[config.mk]
export PLATFORM = sky130hd
export DESIGN_NAME = ram_access_arbiter
export DESIGN_NICKNAME = d
export VERILOG_FILES = /design/src/rtl/ram_access_arbiter.sv
export SDC_FILE = /design/constraint.sdc
export NUM_CORES = 1
export LEC_CHECK = 0
export ABC_AREA = 1
export CORE_AREA = 10 10 172 94
export CTS_CLUSTER_SIZE = 16
export DETAILED_ROUTE_END_ITERATION = 10
export DIE_AREA = 0 0 182 104
export GPL_TIMING_DRIVEN = 0
export PLACE_DENSITY = 0.85
export SETUP_SLACK_MARGIN = 0.3
export SYNTH_ARGS = -nofsm -noshare
export SYNTH_HDL_FRONTEND = slang
export SYNTH_SLANG_ARGS = --single-unit
[constraint.sdc]
create_clock -name CLK -period 9.4 [get_ports CLK]
set_input_delay 1.88 -clock CLK [delete_from_list [all_inputs] [get_ports CLK]]
set_output_delay 1.88 -clock CLK [all_outputs]
set_load 0.005 [all_outputs]
[src/rtl/ram_access_arbiter.sv]
// Two-port round-robin arbiter and access sequencer for the four-lane byte RAM.
// Each access runs IDLE -> ACCESS -> WAIT -> RESP. Rejected accesses go IDLE -> RESP.
module ram_access_arbiter #(
  parameter int unsigned RAM_ADDR_BITS = 4
) (
  input  logic                       CLK,
  input  logic                       Reset,
  input  logic                       AReq,
  input  logic                       AWrite,
  input  logic [RAM_ADDR_BITS+1:0]   AAddr,
  input  logic [1:0]                 ASize,
  input  logic                       AUnsigned,
  input  logic [31:0]                AWData,
  output logic                       AAck,
  output logic                       AErr,
  output logic [31:0]                ARData,
  input  logic                       BReq,
  input  logic                       BWrite,
  input  logic [RAM_ADDR_BITS+1:0]   BAddr,
  input  logic [1:0]                 BSize,
  input  logic                       BUnsigned,
  input  logic [31:0]                BWData,
  output logic                       BAck,
  output logic                       BErr,
  output logic [31:0]                BRData,
  output logic [3:0]                 LaneEnable,
  output logic [3:0]                 LaneWrite,
  output logic [RAM_ADDR_BITS-1:0]   LaneAddress,
  output logic [31:0]                LaneData,
  input  logic [31:0]                LaneQ,
  output logic                       Busy
);

  localparam int unsigned BYTE_ADDR_W = RAM_ADDR_BITS + 2;
  localparam logic [1:0]  SZ_BYTE     = 2'b00;
  localparam logic [1:0]  SZ_HALF     = 2'b01;
  localparam logic [1:0]  SZ_WORD     = 2'b10;

  typedef enum logic [1:0] {
    S_IDLE   = 2'd0,
    S_ACCESS = 2'd1,
    S_WAIT   = 2'd2,
    S_RESP   = 2'd3
  } state_t;

  // Lanes touched by an access of the given size at the given byte offset.
  function automatic logic [3:0] lane_mask(input logic [1:0] size, input logic [1:0] ofs);
    case (size)
      SZ_BYTE: lane_mask = 4'b0001 << ofs;
      SZ_HALF: lane_mask = ofs[1] ? 4'b1100 : 4'b0011;
      SZ_WORD: lane_mask = 4'b1111;
      default: lane_mask = 4'b0000;
    endcase
  endfunction

  // Invalid size or an offset not aligned to the access size.
  function automatic logic bad_access(input logic [1:0] size, input logic [1:0] ofs);
    bad_access = (size == 2'b11) ||
                 ((size == SZ_HALF) && ofs[0]) ||
                 ((size == SZ_WORD) && (ofs != 2'b00));
  endfunction

  // Store data replicated so every enabled lane sees its byte.
  function automatic logic [31:0] replicate(input logic [1:0] size, input logic [31:0] wd);
    case (size)
      SZ_BYTE: replicate = {4{wd[7:0]}};
      SZ_HALF: replicate = {2{wd[15:0]}};
      SZ_WORD: replicate = wd;
      default: replicate = 32'h0;
    endcase
  endfunction

  // Pick the addressed bytes out of the lane word and extend to 32 bits.
  function automatic logic [31:0] format_load(input logic [1:0] size, input logic [1:0] ofs,
                                              input logic uns, input logic [31:0] q);
    logic [7:0]  b;
    logic [15:0] h;
    b = q[{ofs, 3'b000} +: 8];
    h = ofs[1] ? q[31:16] : q[15:0];
    case (size)
      SZ_BYTE: format_load = uns ? {24'h0, b} : {{24{b[7]}}, b};
      SZ_HALF: format_load = uns ? {16'h0, h} : {{16{h[15]}}, h};
      default: format_load = q;
    endcase
  endfunction

  state_t                   state_q, state_d;
  logic                     last_b_q, last_b_d;
  logic                     port_b_q, port_b_d;
  logic                     write_q, write_d;
  logic [1:0]               ofs_q, ofs_d;
  logic [1:0]               size_q, size_d;
  logic                     uns_q, uns_d;
  logic                     a_ack_q, a_ack_d;
  logic                     a_err_q, a_err_d;
  logic [31:0]              a_rdata_q, a_rdata_d;
  logic                     b_ack_q, b_ack_d;
  logic                     b_err_q, b_err_d;
  logic [31:0]              b_rdata_q, b_rdata_d;
  logic [3:0]               lane_en_q, lane_en_d;
  logic [3:0]               lane_we_q, lane_we_d;
  logic [RAM_ADDR_BITS-1:0] lane_addr_q, lane_addr_d;
  logic [31:0]              lane_data_q, lane_data_d;
  logic                     busy_q, busy_d;

  logic                     grant_b;
  logic                     sel_write;
  logic [BYTE_ADDR_W-1:0]   sel_addr;
  logic [1:0]               sel_size;
  logic                     sel_uns;
  logic [31:0]              sel_wdata;
  logic [3:0]               sel_mask;
  logic [31:0]              load_val;

  // Round-robin winner and its request fields.
  always_comb begin
    grant_b   = BReq && (!AReq || !last_b_q);
    sel_write = grant_b ? BWrite    : AWrite;
    sel_addr  = grant_b ? BAddr     : AAddr;
    sel_size  = grant_b ? BSize     : ASize;
    sel_uns   = grant_b ? BUnsigned : AUnsigned;
    sel_wdata = grant_b ? BWData    : AWData;
    sel_mask  = lane_mask(sel_size, sel_addr[1:0]);
    load_val  = format_load(size_q, ofs_q, uns_q, LaneQ);
  end

  // Next-state and registered-output computation.
  always_comb begin
    state_d     = state_q;
    last_b_d    = last_b_q;
    port_b_d    = port_b_q;
    write_d     = write_q;
    ofs_d       = ofs_q;
    size_d      = size_q;
    uns_d       = uns_q;
    a_ack_d     = 1'b0;
    a_err_d     = 1'b0;
    a_rdata_d   = a_rdata_q;
    b_ack_d     = 1'b0;
    b_err_d     = 1'b0;
    b_rdata_d   = b_rdata_q;
    lane_en_d   = 4'b0000;
    lane_we_d   = 4'b0000;
    lane_addr_d = lane_addr_q;
    lane_data_d = 32'h0;

    case (state_q)
      S_IDLE: begin
        if (AReq || BReq) begin
          last_b_d = grant_b;
          port_b_d = grant_b;
          write_d  = sel_write;
          ofs_d    = sel_addr[1:0];
          size_d   = sel_size;
          uns_d    = sel_uns;
          if (bad_access(sel_size, sel_addr[1:0])) begin
            state_d = S_RESP;
            if (grant_b) begin
              b_ack_d   = 1'b1;
              b_err_d   = 1'b1;
              b_rdata_d = 32'h0;
            end else begin
              a_ack_d   = 1'b1;
              a_err_d   = 1'b1;
              a_rdata_d = 32'h0;
            end
          end else begin
            state_d     = S_ACCESS;
            lane_en_d   = sel_mask;
            lane_we_d   = sel_write ? sel_mask : 4'b0000;
            lane_addr_d = sel_addr[BYTE_ADDR_W-1:2];
            lane_data_d = replicate(sel_size, sel_wdata);
          end
        end
      end
      S_ACCESS: state_d = S_WAIT;
      S_WAIT: begin
        state_d = S_RESP;
        if (port_b_q) begin
          b_ack_d = 1'b1;
          if (!write_q) b_rdata_d = load_val;
        end else begin
          a_ack_d = 1'b1;
          if (!write_q) a_rdata_d = load_val;
        end
      end
      default: state_d = S_IDLE;
    endcase

    busy_d = (state_d != S_IDLE);
  end

  // State and output registers; reset clears everything and points last grant at B.
  always_ff @(posedge CLK or posedge Reset) begin
    if (Reset) begin
      state_q     <= S_IDLE;
      last_b_q    <= 1'b1;
      port_b_q    <= 1'b0;
      write_q     <= 1'b0;
      ofs_q       <= 2'b00;
      size_q      <= 2'b00;
      uns_q       <= 1'b0;
      a_ack_q     <= 1'b0;
      a_err_q     <= 1'b0;
      a_rdata_q   <= 32'h0;
      b_ack_q     <= 1'b0;
      b_err_q     <= 1'b0;
      b_rdata_q   <= 32'h0;
      lane_en_q   <= 4'b0000;
      lane_we_q   <= 4'b0000;
      lane_addr_q <= '0;
      lane_data_q <= 32'h0;
      busy_q      <= 1'b0;
    end else begin
      state_q     <= state_d;
      last_b_q    <= last_b_d;
      port_b_q    <= port_b_d;
      write_q     <= write_d;
      ofs_q       <= ofs_d;
      size_q      <= size_d;
      uns_q       <= uns_d;
      a_ack_q     <= a_ack_d;
      a_err_q     <= a_err_d;
      a_rdata_q   <= a_rdata_d;
      b_ack_q     <= b_ack_d;
      b_err_q     <= b_err_d;
      b_rdata_q   <= b_rdata_d;
      lane_en_q   <= lane_en_d;
      lane_we_q   <= lane_we_d;
      lane_addr_q <= lane_addr_d;
      lane_data_q <= lane_data_d;
      busy_q      <= busy_d;
    end
  end

  assign AAck        = a_ack_q;
  assign AErr        = a_err_q;
  assign ARData      = a_rdata_q;
  assign BAck        = b_ack_q;
  assign BErr        = b_err_q;
  assign BRData      = b_rdata_q;
  assign LaneEnable  = lane_en_q;
  assign LaneWrite   = lane_we_q;
  assign LaneAddress = lane_addr_q;
  assign LaneData    = lane_data_q;
  assign Busy        = busy_q;

endmodule
==> impl_metrics.ini <==
[detailed_routing]
via_density_per_instance = 5.09
first_pass_iters = 7
routed-via-count = 6371
detail_route.iter0.violations = 669
drt.antenna.violating_nets = 0
drc = 0
avgRoutedWirePerCell_um = 18.4
drt_wl_total_um = 23000

[timing]
worst_slew_margin_rel_pct = 54.5
final_min_period_over_clock_period_pct = 41.0
setup_slack_ns = 5.54
drv_slew = 0
clock-skew-final_ns = 0.00762
final-hold-violation-count = 0
layout_min_cycle_time_ns = 3.86
setup_viol = 0
totalNegativeSetupSlack_ns = 0
timing.fmax_ghz = 0.259
rsz0062_at_grt = false
worst_slew_pin_slew_ns = 0.682

[synthesis]
synth_seq_area_share_pct = 49.5
synthTopCellsByArea = dfrtp_1 (49%), nand2_1 (21%), o21ai_0 (4.3%), inv_1 (4.0%), nor2_1 (3.7%)
synth_top_area_share_pct = 49.1
synth_edf_count = 0
async_flop_share_pct = 100
syn-instance-count = 811
syn_nets = 934
syn_area_per_cell_um2 = 7.67
synth.largest_area_cell = dfrtp_1
most_instantiated_library_cell_after_synthesis = nand2_1
number_of_library_cell_types_mapped_by_synthesis = 33
synth_common_cells = nand2_1 (352), dfrtp_1 (122), inv_1 (66)
ys_dominant_reg_cell = dfrtp_1
syn_area_um2 = 6220
ys.warnings.count = 0
postSynthRegisterBits = 123

[job]
cap_violations = 0

[layout]
layout.core_utilization_pct = 71.3
filler_cell_count = 1042
syn_to_final_growth_pct = 50.9
fin_area_um2 = 9390
final_layout_size_suffix_gt1_share_pct = 9.02
fin_nets = 1186
insertedDiodeCount = 0

[global_routing]
grt_first_pass_wirelength_um = 35500
antenna_violations_before_repair = 0
grt.overflow.total = 0
first_global_vias = 6210
grt_usage_pct = 23.7
grt_start_max_net_pins = 71

[pwr]
vdd_drop_max_mv = 0.156
power.clock.fraction_pct = 25.4
switching_share_pct = 39.4
cellInternalPower_w = 0.00159
power_density_nw_per_um2 = 279
comb_power_share_pct = 46.0
pwr-share-seq_pct = 28.6
switchingPower_w = 0.00103
power.leakage_nw = 4.65

[clock_network]
cts.sinks = 123
clk_pin_slew_ns = 0.06
cts_root_buf = clkbuf_16
tritoncts = yes
clockBufferDepth = 2
htreeDepth = 4
cts_resized = 0
cts_made_buffers = 17
post_cts.repair.setup_buffers = 0
insertion_delay_ns = 0.41
cts.hold.buffers_added = 0

[floorplan]
die-width_um = 182
rows = 30
ios = 233
fp.dieArea_um2 = 18900
die_height_um = 104
initial_utilization_pct = 47.2
core_um2 = 13200

[place]
place_hpwl_um = 18300
finalWeightedCongestion = 0.917
detailed_place.area_um2 = 8800
port-buffer-count = 232
dpl_worst_slack_ns = 5.22

[setup_path]
crit_type = primary input to flop
cp_data_required_time_ns = 9.73
crit_path_end_kind = flop
arrival_ns = 4.19
crit_path_max_fanout = 10
start_kind = primary input

[min_path]
worstHoldPathType = flop to flop

[status]
outcome = finished, final reports clean
cells in the final DEF (no fill, tap or decap), drive strengths merged, types with 2 or more instances in the layout:
| cell | Yosys | layout |
|---|---|---|
| bufinv | 0 | 3 |
| clkdlybuf4s50 | 0 | 232 |
| clkinvlp | 0 | 3 |
| or2 | 12 | 12 |
| nor2 | 72 | 72 |
| o21bai | 3 | 3 |
| nand2 | 362 | 362 |
| o21ai | 55 | 55 |
| mux2i | 3 | 3 |
| o211ai | 18 | 18 |
| o2bb2ai | 3 | 3 |
| a31oi | 8 | 8 |
| dfrtp | 122 | 122 |
| nand3 | 16 | 16 |
| clkinv | 1 | 5 |
| ha | 3 | 3 |
| inv | 68 | 69 |
| o22ai | 2 | 2 |
| a21oi | 22 | 22 |
| clkbuf | 12 | 32 |
| buf | 26 | 27 |
power groups by stage:
stage | combinational, W | sequential, W | clock [W]
floorplan | 0.000659 | 0.000752 | 0
detailed placement | 0.00119 | 0.000755 | 0
global route | 0.00133 | 0.000765 | 0.000696
global placement | 0.00116 | 0.000751 | 0
CTS | 0.00120 | 0.000748 | 0.000669
finish | 0.00121 | 0.000750 | 0.000666
through the flow:
step	total power [W]	instances	hold slack, ns
2_1_floorplan	0.00141	811	0.444
3_3_place_gp	0.00191	1219	0.452
3_5_place_dp	0.00194	1220	0.457
4_1_cts	0.00262	1251	0.466
5_1_grt	0.00279	1251	0.492
6_report	0.00262	1251	0.467
flip-flops by register name, summed over array words and instances, names as in the netlist, 2 cells and up:
signal / count
LaneAddress: 4
LaneData: 32
LaneWrite: 4
LaneEnable: 4
ofs_q: 2
size_q: 2
BRData: 32
state_q: 2
ARData: 32
per-layer routing:
metal	vias up	global-route usage (%)	share of wire, %
li1	3038	-	-
met1	2957	33.4	46
met2	345	32.8	41
met3	31	10.2	13
met4	0	4.74	1.0
met5	-	0	0
final cells by class:
type / count / area [um^2] / share of cell area [%]
flip-flops and latches: 123 / 3080 / 32.8
multi-input cells: 581 / 2650 / 28.2
repair buffers: 233 / 2350 / 25.0
clock buffers: 20 / 447 / 4.76
inverters: 69 / 264 / 2.81
plain buffers: 38 / 235 / 2.51
well taps: 176 / 220 / 2.35
clock inverters: 11 / 145 / 1.55
worst paths after layout:
path / startpoint / end / slack (ns) / cells past startpoint
hold reg to reg: last_b_q$_DFFE_PP1P_ / last_b_q$_DFFE_PP1P_ / 0.47 / 2
min in group asynchronous: Reset / LaneData[5]$_DFF_PP0_ / 1.89 / 2
setup reg to reg: last_b_q$_DFFE_PP1P_ / LaneWrite[2]$_DFF_PP0_ / 7.04 / 10
max in group asynchronous: Reset / last_b_q$_DFFE_PP1P_ / 6.75 / 3
setup / recovery: BReq / LaneWrite[2]$_DFF_PP0_ / 5.54 / 9
hold / removal: last_b_q$_DFFE_PP1P_ / last_b_q$_DFFE_PP1P_ / 0.47 / 2
critical path, stage by stage:
cell	delay, ns
clkdlybuf4s50_1	0.65
nand2_2	0.11
buf_6	0.16
clkinv_1	0.17
clkbuf_1	0.47
nand2_1	0.09
nand2_1	0.17
nand3_1	0.27
nor2_1	0.20
kinds of logic after synthesis:
| logic type | after synthesis | share of synthesized area [%] |
|---|---|---|
| buf+inv | 107 | 7.94 |
| flops | 123 | 49.5 |
| mux | 3 | 0.483 |
| fa+ha+maj | 3 | 0.603 |
| simple gates | 464 | 30.8 |
| compound gates | 111 | 10.7 |
Power figures use the tool's default switching activity.
==> RTL change 1, RTL diff (config.mk and constraints unchanged) <==
The parameter `RAM_ADDR_BITS` goes from 4 to 5.
--- a/src/rtl/ram_access_arbiter.sv
+++ b/src/rtl/ram_access_arbiter.sv
@@ -2,5 +2,5 @@
 // Each access runs IDLE -> ACCESS -> WAIT -> RESP. Rejected accesses go IDLE -> RESP.
 module ram_access_arbiter #(
-  parameter int unsigned RAM_ADDR_BITS = 4
+  parameter int unsigned RAM_ADDR_BITS = 5
 ) (
   input  logic                       CLK,
Ports: changed (resized AAddr, BAddr and LaneAddress); port bits go from 233 to 236. No check against the original RTL was run, so the function may have changed too.
==> RTL change 1 against the unedited design <==
  * Final cell count fell by 4.9%
  * Final area grew 2.3%
  * Utilization up 1.6 points
  * Synthesized area rose by 2.1%
  * Setup slack better by 0.22 ns
  * Total power grew 8.6%
  * Sequential cell count grew 1
  * Wire length grew 2.5%
==> RTL change 1: results (changes against the unedited design) <==
- I/O Buffers: 235 (+1.3%)
- Worst reg-to-reg setup slack: 7.10 ns (+0.06 ns)
- Peak supply drop: 0.000145 V (-7.0%)
- Met1 GRT Util: 37.1% (+3.7 points)
- Unique cell type count in the Yosys netlist: 37 (+12%)
- CP Capture Point: LaneData[27]
- Worst hold slack: 0.480 ns (+0.0130 ns)
- Power in sequential cells: 734 uW (-2%)
- Met2 WL: 9360 um (about the same)
- Post-synth top cells: 215 x nand2_1, 123 x dfrtp_1, 47 x nand3_1, 47 x nor2_1, 47 x o21ai_0
- Largest net degree at the start of global routing: 64 (-9.9%)
- Vias in the first global route: 6057 (-2.5%)
- Critical path launch point: AReq
- M1 WL: 11400 um (+8.5%)
- Net Count, Synth: 872 (-6.6%)
- Met3 Use GR: 8.54% (-1.7 points)
- Met2 Use GR: 31.8% (-0.98 points)
- Post-DP HPWL: 18700 um (+2.2%)
- Mean routed wirelength per cell: 19.8 um (+7.7%)
- R2R cell count: 11 (+1)
- Reg-to-Reg End: BRData[7]
- Filler cells: 997 (-4.3%)
- Leakage: 4.37 nW (-5.9%)
- Dpl ws: 5.41 ns (+0.186 ns)
- Status: completed
- Via Count: 6302 (-1.1%)
- First-pass GRT wire length: 36300 um (+2.1%)
- Hold wc startpoint: write_q
- Hold Path End: write_q
- NumNets Final: 1127 (-5.0%)
- Sequential fraction of the synthesis area: 48.9% (-0.63 points)
- Arr. time, crit path: 3.93 ns (-0.26 ns)
- Ranking of synthesized cells by area: dfrtp_1 48%, nand2_1 13%, nand3_1 3.7%
- Comb pwr: 1.39 mW (+15%)
- FF-to-FF Start: state_q[0]
- Slowest stage delay, CP: 0.51 ns (-0.14 ns)
- Max Clock Skew: 0.00905 ns (+0.00143 ns)
- Worst rel slew slack: 59.9% (+5.4 points)
[RTL change 1: cell type report]
type                    instances  share of cell area, %
flip-flops and latches        124                   32.3
multi-input cells             543                   29.1
repair buffers                236                   24.8
clock buffers                  18                   4.47
plain buffers                  41                   3.06
well taps                     176                   2.29
clock inverters                13                   2.25
inverters                      39                   1.68
[RTL change 1: metrics by stage]
stage               std cells  cell area [sq um]  util (%)
finish                   1190               9600      72.9
global route             1190               9600      72.9
floorplan                 747               6350         -
detailed placement       1159               8960      68.0
global placement         1158               8920      67.7
CTS                      1190               9600      72.9
[RTL change 1: cells by family (layout without fill, tap and decap cells)]
family                   Yosys count  in the layout  share of synthesized area (%)
adder cells (fa/ha/maj)            3              3                          0.591
AO/OA/AOI/OAI                    145            145                           13.9
AND/OR/NAND/NOR                  388            388                           28.3
buffers and inverters             80            347                           7.09
multiplexers                       7              7                           1.24
flip-flops                       124            124                           48.9
==> RTL change 2, RTL diff (config.mk and constraints unchanged) <==
Without the edit above. `b_rdata_q` no longer has a reset.
--- a/src/rtl/ram_access_arbiter.sv
+++ b/src/rtl/ram_access_arbiter.sv
@@ -206,5 +206,4 @@
       b_ack_q     <= 1'b0;
       b_err_q     <= 1'b0;
-      b_rdata_q   <= 32'h0;
       lane_en_q   <= 4'b0000;
       lane_we_q   <= 4'b0000;
@@ -225,5 +224,4 @@
       b_ack_q     <= b_ack_d;
       b_err_q     <= b_err_d;
-      b_rdata_q   <= b_rdata_d;
       lane_en_q   <= lane_en_d;
       lane_we_q   <= lane_we_d;
@@ -232,4 +230,8 @@
       busy_q      <= busy_d;
     end
+  end
+
+  always_ff @(posedge CLK) begin
+    b_rdata_q <= b_rdata_d;
   end
 
Check against the original RTL: differs if Reset is asserted again (counterexample within 4 cycles, from zero or initial values and one cycle with Reset high); with Reset held inactive, the same outputs for 4 cycles.
==> RTL change 2 against the unedited design <==
  * Final area down 3.5%
  * Fmax down 3.4%
  * Wire length down 2.7%
  * Sequential power up 11%
  * Setup slack worse by 0.13 ns
  * Total power up 2.2%
  * First-iteration DRC count down 7.2%
  * Sequential cell count unchanged
  * Synthesized area down 5.7%
  * Clock power about the same
==> RTL change 2: results (changes against the unedited design) <==
- Fraction of area in multi-input gates: 25.4% (-2.8 points)
- CP Capture Point: BRData[6]
- First-pass iteration count of the detailed router: 5 (-2)
- Number of non-clock buffers: 264 (-2.6%)
- Met1 GRT Util: 33.0% (-0.43 points)
- Internal power: 1.67 mW (+5.3%)
- First-pass GRT wire length: 33800 um (-4.8%)
- Worst hold slack: 0.474 ns (+0.00677 ns)
- Count of non-filler cells in the finished layout: 1161 (-7.2%)
- Vias in the first global route: 5688 (-8.4%)
- Peak supply drop: 0.000171 V (+9.7%)
- GR Util All Layers: 22.9% (-0.81 points)
- R2R cell count: 8 (-2)
- Arr. time, crit path: 4.09 ns (-0.10 ns)
- Unique cell type count in the Yosys netlist: 37 (+12%)
- Filler cells: 1066 (+2.3%)
- Drt initial violations: 621 (-7.2%)
- Gpl congestion: 0.960 (+4.7%)
- Leakage: 4.27 nW (-8.2%)
- Sequential cell area share: 35.7% (+2.9 points)
- Multi-input gates: 520 (-10%)
- Worst reg-to-reg setup slack: 6.96 ns (-0.08 ns)
- Met2 Use GR: 30.3% (-2.5 points)
- FF-to-FF Start: state_q[0]
- Vias per cell: 5.01 (-1.6%)
- Worst rel slew slack: 48.6% (-5.9 points)
- EDFF count, synth: 32 (+32)
- Met3 Use GR: 10.6% (+0.38 points)
- Net Count, Synth: 842 (-9.9%)
- Top cell type's share of synthesized area: 38.4% (-11 points)
- Share of cells above drive strength 1: 8.73% (-0.29 points)
- Status: completed
- Post-synthesis mux area share: 0.171% (-0.31 points)
- Layout area overhead: 54.5%
- Dpl ws: 5.02 ns (-0.203 ns)
- Final core occ: 68.8% (-2.5 points)
- Post-synthesis adder-cell area fraction: 0.640% (+0.037 points)
- Achievable frequency: 0.251 GHz (-3.4%)
## RTL change 2: changes by cell type after synthesis, moves of 5 or more
cell      before  now
nand2_1      352  318
inv_1         66   40
buf_4         12    3
o211ai_1      18    6
dfrtp_1      122   90
nor2_4         7    1
nand3_1       13   29
edfxtp_1       0   32
buf_2          8   13
o21ai_0       54   26
## RTL change 2: routing by layer
metal	up-vias	routed length (um)
li1	2780	-
met1	2744	10400
met2	273	8960
met3	19	2910
met4	0	136
met5	-	0
## RTL change 2: power groups by stage
| stage | registers [mW] | clock network (mW) | logic, mW |
|---|---|---|---|
| 2_1_floorplan | 0.848 | 0 | 0.546 |
| 3_3_place_gp | 0.838 | 0 | 1.13 |
| 3_5_place_dp | 0.835 | 0 | 1.17 |
| 4_1_cts | 0.829 | 0.667 | 1.18 |
| 5_1_grt | 0.849 | 0.693 | 1.30 |
| 6_report | 0.830 | 0.667 | 1.18 |
